==> src/rtl/pipe_skid_stage_pkg.sv <==
// Shared definitions for the skid pipeline stage: state encoding and default width.
package pipe_defs;

    localparam int unsigned DEF_WIDTH = 4;

    // Values double as the occupancy count; 2'd3 is unused and recovers to EMPTY.
    typedef enum logic [1:0] {
        EMPTY = 2'd0,
        ONE   = 2'd1,
        TWO   = 2'd2
    } skid_state_t;

endpackage

==> src/rtl/pipe_skid_stage_sat_counter.sv <==
// Saturating up-counter; holds at all-ones instead of wrapping.
module sat_counter #(
    parameter int unsigned CNT_W = 8
) (
    input  logic             clk,
    input  logic             rst,
    input  logic             en,
    output logic [CNT_W-1:0] count
);

    always_ff @(posedge clk) begin
        if (rst) begin
            count <= '0;
        end else if (en && (count != '1)) begin
            count <= count + 1'b1;
        end
    end

endmodule

==> src/rtl/pipe_skid_stage.sv <==
// Two-entry valid/ready skid stage; in_ready is decoded from registered state only.
module pipe_skid_stage
    import pipe_defs::*;
#(
    parameter int unsigned WIDTH = DEF_WIDTH,
    parameter int unsigned CNT_W = 8
) (
    input  logic             clk,
    input  logic             rst,
    input  logic [WIDTH-1:0] in_data,
    input  logic             in_valid,
    output logic             in_ready,
    output logic [WIDTH-1:0] out_data,
    output logic             out_valid,
    input  logic             out_ready,
    output logic [1:0]       occupancy,
    output logic [CNT_W-1:0] stall_cnt
);

    skid_state_t      state;
    logic [WIDTH-1:0] main_q;
    logic [WIDTH-1:0] skid_q;
    logic             in_fire;
    logic             out_fire;

    always_comb begin
        out_valid = (state == ONE) || (state == TWO);
        in_ready  = !rst && ((state == EMPTY) || (state == ONE));
        in_fire   = in_valid && in_ready;
        out_fire  = out_valid && out_ready;
        out_data  = main_q;
        occupancy = state;
    end

    always_ff @(posedge clk) begin
        if (rst) begin
            state  <= EMPTY;
            main_q <= '0;
            skid_q <= '0;
        end else begin
            unique case (state)
                EMPTY: begin
                    if (in_fire) begin
                        main_q <= in_data;
                        state  <= ONE;
                    end
                end
                ONE: begin
                    if (in_fire && out_fire) begin
                        main_q <= in_data;
                    end else if (in_fire) begin
                        skid_q <= in_data;
                        state  <= TWO;
                    end else if (out_fire) begin
                        state <= EMPTY;
                    end
                end
                TWO: begin
                    if (out_fire) begin
                        main_q <= skid_q;
                        state  <= ONE;
                    end
                end
                default: state <= EMPTY;
            endcase
        end
    end

    sat_counter #(
        .CNT_W(CNT_W)
    ) u_stall_cnt (
        .clk  (clk),
        .rst  (rst),
        .en   (out_valid && !out_ready),
        .count(stall_cnt)
    );

endmodule

==> config.mk <==
export PLATFORM = sky130hd
export DESIGN_NAME = pipe_skid_stage
export DESIGN_NICKNAME = d
export VERILOG_FILES = /design/src/rtl/pipe_skid_stage_pkg.sv /design/src/rtl/pipe_skid_stage_sat_counter.sv /design/src/rtl/pipe_skid_stage.sv
export SDC_FILE = /design/constraint.sdc
export NUM_CORES = 1
export LEC_CHECK = 0
export BUFFER_PORTS_ARGS = -buffer_cell sky130_fd_sc_hd__buf_2
export CORE_AREA = 2 2 52 54
export DETAILED_ROUTE_END_ITERATION = 16
export DIE_AREA = 0 0 54 56
export PLACE_DENSITY = 0.69
export SETUP_SLACK_MARGIN = 0.5
export SLEW_MARGIN = 25
export SYNTH_ARGS = -nofsm -noshare
export SYNTH_HDL_FRONTEND = slang
export SYNTH_HIERARCHICAL = 1
export SYNTH_SLANG_ARGS = --single-unit
==> constraint.sdc <==
create_clock -name clk -period 2.4 [get_ports clk]
set_input_delay 0.12 -clock clk [delete_from_list [all_inputs] [get_ports clk]]
set_output_delay 0.12 -clock clk [all_outputs]
set_load 0.02 [all_outputs]
# Yosys cells after proc, flatten, opt, wreduce, memory -nomap -nowiden
# Cells that the tools add are included.
[op_classes] eq_ne=8 bitwise_logic=1 mux=10 n_reduce_logical=15 addsub=1
[ops] op="4-bit 2-to-1 mux" count=3
[ops] op="4-bit one-hot mux with 3 select lines" count=1
[ops] op="2-bit 2-to-1 mux" count=5
[ops] op="8-bit by 1-bit adder with 8-bit output (second input constant)" count=1
[ops] op="8-bit != test (second input constant)" count=1
[ops] op="4-bit AND reduction" count=2
[ops] op="1-bit logical AND" count=6
[ops] op="2-bit != test (second input constant)" count=3
[ops] op="2-bit one-hot mux with 3 select lines" count=1
[ops] op="3-bit != test (second input constant)" count=1
[ops] op="3-bit AND reduction" count=1
[ops] op="3-bit nonzero test" count=1
[ops] op="2-bit by 1-bit equality test with 1-bit output (second input constant)" count=1
[ops] op="2-bit equality test (second input constant)" count=1
[ops] op="1-bit zero test" count=2
[ops] op="2-bit zero test" count=1
[ops] op="1-bit logical OR" count=2
[ops] op="2-bit by 1-bit != test with 1-bit output (second input constant)" count=1
[ops] op="1-bit NOT" count=1
[totals] word_cells=39 reg_bits=18

# Logic depth before layout (Yosys ltp)
[logic_depth] word_depth=7 ltp_mapped=7

# Cells and area by module
# Netlist, hierarchy kept.
[by_module_without_submodules] mod="pipe_skid_stage" instances=1 cells_each=67 area_per_inst_um2=629.4
[by_module_without_submodules] mod="sat_counter" instances=1 cells_each=46 area_per_inst_um2=430.4

# Worst setup path after synthesis
# No wires, ideal clock.
[synth_timing] path_type="register to register" start="register state[0], in the netlist occupancy[0]" end="register u_stall_cnt.count[3]" t_arrival_ns=2.019 t_required_ns=2.331 setup_slack_ns=0.312 n_path_buf=0 path_stages_with_launch=7 setup_time_ns=0.069 cell_sequence="dfxtp_1 inv_1 ha_1 nor2b_1 nand4_1 or3_2 o21ai_1"
[synth_between] elab_chain_cells=4
[synth_lines] item="start: declaration" line="pipe_skid_stage.sv:20" source="skid_state_t state;"
[synth_lines] item="start signal: assignment" line="pipe_skid_stage.sv:37" source="state <= EMPTY;"
[synth_lines] item="start signal: assignment" line="pipe_skid_stage.sv:45" source="state <= ONE;"
[synth_lines] item="start signal: assignment" line="pipe_skid_stage.sv:53" source="state <= TWO;"
[synth_lines] item="2-bit by 1-bit equality test with 1-bit output or 2-bit equality test (tied branches)" line="pipe_skid_stage.sv:27" source="out_valid = (state == ONE) || (state == TWO);"
[synth_lines] item="1-bit logical OR *" line="pipe_skid_stage.sv:27"
[synth_lines] item="named net out_valid" line="pipe_skid_stage.sv:14" source="output logic out_valid,"
[synth_lines] item="1-bit logical AND *" line="pipe_skid_stage.sv:74" source=".en (out_valid && !out_ready),"
[synth_lines] item="1-bit logical AND *" line="pipe_skid_stage_sat_counter.sv:14" source="end else if (en && (count != '1)) begin"
[synth_lines] item="end signal: assignment" line="pipe_skid_stage_sat_counter.sv:15" source="count <= count + 1'b1;"
[synth_lines] item="end: declaration" line="pipe_skid_stage_sat_counter.sv:8" source="output logic [CNT_W-1:0] count"
# The timed path passes the listed nets; every way through them passes the cells marked *.
# A chain may end at the register's enable or synchronous reset.

# Worst setup path in the final report
[layout_timing] start="register state[1], in the netlist occupancy[1]" end="register state[0], in the netlist occupancy[0]"
[layout_between] elab_chain_cells=7
[layout_lines] item="2-bit by 1-bit equality test with 1-bit output or 2-bit zero test (tied branches)" line="pipe_skid_stage.sv:27, pipe_skid_stage.sv:28, pipe_skid_stage.sv:41"
[layout_lines] item="1-bit logical OR" line="pipe_skid_stage.sv:28" source="in_ready = !rst && ((state == EMPTY) || (state == ONE));"
[layout_lines] item="1-bit logical AND" line="pipe_skid_stage.sv:28"
[layout_lines] item="1-bit logical AND" line="pipe_skid_stage.sv:29" source="in_fire = in_valid && in_ready;"
[layout_lines] item="2-bit 2-to-1 mux or 1-bit logical AND (tied branches)" line="pipe_skid_stage.sv:51, pipe_skid_stage.sv:49"
[layout_lines] item="2-bit 2-to-1 mux or 2-bit != test (tied branches)"
[layout_lines] item="2-bit one-hot mux with 3 select lines or 4-bit AND reduction (tied branches)"
# Parallel ways exist; a longest one is shown, timed or not. The select of a mux whose other input is x is not followed.

==> results.yml <==
outcome:
  outcome: "completed"
power:
  irDropWorstVdd_mv: 0.5482
  p_leak_uw: 0.0005304
  power.density_nw_per_um2: 823.1
worst_setup_path:
  r2r_setup_slack_ns: 0.62
  r2r-end: "occupancy[0]$_SDFFE_PP0P_"
  path_class: "flop to flop"
  slowest_delay_ns: 0.39
  crit_path_cell_trace: "inv_1, ha_2, and2_1, o21ai_1, a311o_1, a211oi_1"
  crit_slowest_cell: "dfxtp_2"
  r2r_start: "occupancy[1]$_SDFFE_PP0P_"
  crit_path_start_kind: "flop"
  reg2regPathDepth: 6
  critPathMaxFanout: 5
  required_ns: 2.61
  end_kind: "flop"
  cp.arrival_ns: 1.99
sta:
  slew_headroom: 0.7478
  finalMaxSlewViolations: 0
  fin_tns_setup_ns: 0
  skew_ns: 0.002020
  fmax_mhz: 563.0
  hold_viol_final: 0
  setup_viol: 0
  hold_ws_ns: 0.06557
  fin_crit_ns: 1.776
  setup_ws_ns: 0.6237
  timing.final.crit_share: 0.7401
  rsz0062_at_grt: "true"
  worst_pin_slew_ns: 0.3783
grt:
  use_met3: 0.06452
  grt_pass1_wl_mm: 3.926
  grtUsageTotal: 0.1695
  grt_remaining_overflow: 0
  grt_use_met1: 0.2138
  grt.busiest_layer: "met2"
  use_met2: 0.2631
  grt_max_degree: 23
  antenna_found_initial: 0
  grt_pass1_vias: 922
floorplan:
  pin_count: 24
  core_area_um2: 2432
  fp.dieH_um: 56
  start_util: 0.4357
  die_area_um2: 3024
  rows: 18
  die-width_um: 54
finish:
  finalNetCount: 153
  diodes: 0
  syn_to_final_growth_pct: 17.83
  drive_gt1_frac: 0.2993
route:
  wl_per_cell_um: 14.15
  first_pass_iters: 4
  via_per_inst: 5.904
  drt.antenna.violating_nets: 0
  vias: 986
  drt_iter0_markers: 30
  drc: 0
  wl_mm: 2.363
logic_synthesis:
  synth_top_area_cell: "dfxtp_1"
  syn_nets: 128
  synth_ff_type: "dfxtp_1"
  synth_top_area_frac: 0.3400
  synthTopCellsByArea: "dfxtp_1 34%, mux2i_1 8.5%, ha_1 8.3%, a311oi_1 5.0%, a21oi_1 4.3%"
  ys_warn_count: 6
  synth_cell_type_count: 37
  syn-instance-count: 113
  syn_avg_cell_area_um2: 9.378
  ys_top_cells_by_count: "18 x dfxtp_1, 9 x a21oi_1, 9 x mux2i_1"
  synth_async_sr_flop_share: 0
  seq_area_frac_synth: 0.3400
  ys_ff_latch: 18
  synth_edf_count: 0
  synth_most_common_cell: "dfxtp_1"
  synth_area_um2: 1060
min_path:
  hold_depth: 3
  whs_endpoint: "skid_q[2]$_SDFFE_PP0P_"
  min_from: "in_data[2]"
  min_path_type: "primary input to flop"
clocking:
  clk_latency_ns: 0.30
  h-tree-depth: 1
  root_buffer: "clkbuf_4"
  cts_buffers: 3
  cts_tree: "done"
  clk_pin_slew_ns: 0.11
  cts.sinks: 18
  cts_buffer_depth: 2
placed_design:
  dp_slack_ns: 0.5793
  hpwl_mm: 1.743
  numPortBuffers: 23
  gp_congestion: 0.8558
run:
  drv_cap: 0
==> critical path, delay by kind of cell, from the launching register on <==
family	cells	cell delay (ns)
AOI/OAI and AO/OA	3	0.67
adders and majority gates	1	0.37
buffers and inverters	1	0.10
DFF	1	0.39
and+or+nand+nor	1	0.16
==> cell type report <==
class	instances	area (um2)
Sequential cell	18	362.8
Clock buffer	4	36.28
Tap cell	30	37.54
Fill cell	238	1184
Multi-Input combinational cell	89	685.7
Inverter	3	11.26
Timing Repair Buffer	23	115.1
==> worst max path at each step <==
stage	end	slack, ns	startpoint	cells past startpoint
floorplan	u_stall_cnt/count[3]$_SDFFE_PP0P_	0.55	occupancy[1]$_SDFFE_PP0P_	6
global placement	u_stall_cnt/count[3]$_SDFFE_PP0P_	0.68	occupancy[0]$_SDFFE_PP0P_	6
detailed placement	u_stall_cnt/count[3]$_SDFFE_PP0P_	0.58	occupancy[0]$_SDFFE_PP0P_	6
CTS	u_stall_cnt/count[3]$_SDFFE_PP0P_	0.56	occupancy[0]$_SDFFE_PP0P_	6
global route	u_stall_cnt/count[3]$_SDFFE_PP0P_	0.49	occupancy[0]$_SDFFE_PP0P_	6
finish	occupancy[0]$_SDFFE_PP0P_	0.62	occupancy[1]$_SDFFE_PP0P_	6
==> registers in the layout, indices dropped and copies added (netlist names) <==
register and cells:
skid_q 4, occupancy 2, u_stall_cnt/count 8, out_data 4
==> logic make-up after synthesis <==
| kind of cell | after synthesis | share of synthesized area |
|---|---|---|
| AOI/OAI and AO/OA | 31 | 0.2231 |
| adders and majority gates | 7 | 0.08264 |
| buffers and inverters | 6 | 0.02951 |
| DFF | 18 | 0.3400 |
| muxes | 10 | 0.09917 |
| and+or+nand+nor | 41 | 0.2255 |
==> routing by layer <==
layer	wire length (um)	vias up
met5	0	-
met2	1094	55
met3	200	4
met4	43	0
li1	-	477
met1	1026	450
==> power by group <==
part           total, uW  leakage [uW]  internal (uW)  switching, uW
Combinational        456      0.000362            186            271
Clock                192     0.0000210           92.5           99.4
Sequential           379      0.000147            344           35.5
Total               1030      0.000530            622            406
==> cells in the final DEF, fill, tap and decap left out, drive strengths merged, types with 3 or more instances in the layout <==
cell	synthesis	routed
dfxtp	18	18
inv	3	3
mux2i	9	9
nand2	6	6
nand4	6	6
o21ai	3	3
ha	7	7
buf	2	23
a211oi	3	3
clkbuf	1	4
nor2b	4	4
nor2	9	9
a21oi	11	11
a311oi	6	6
nand3	3	3
==> per-stage QoR <==
stage          power [uW]  instances  area, um2  utilization
2_1_floorplan       713.9        113       1067            -
3_5_place_dp        824.8        163       1200       0.4933
6_report             1028        167       1249       0.5134
3_3_place_gp        810.3        163       1200       0.4933
5_1_grt              1098        167       1249       0.5134
4_1_cts              1018        167       1236       0.5082
==> what timing repair did <==
item                                   4_1_cts  5_1_grt
endpoints found under the hold margin        0        0
setup endpoints to repair                    0        5
hold buffers                                 0        0
buffers inserted                             0        0
gates resized for setup                      0        2
(Power assumes the default switching activity.)
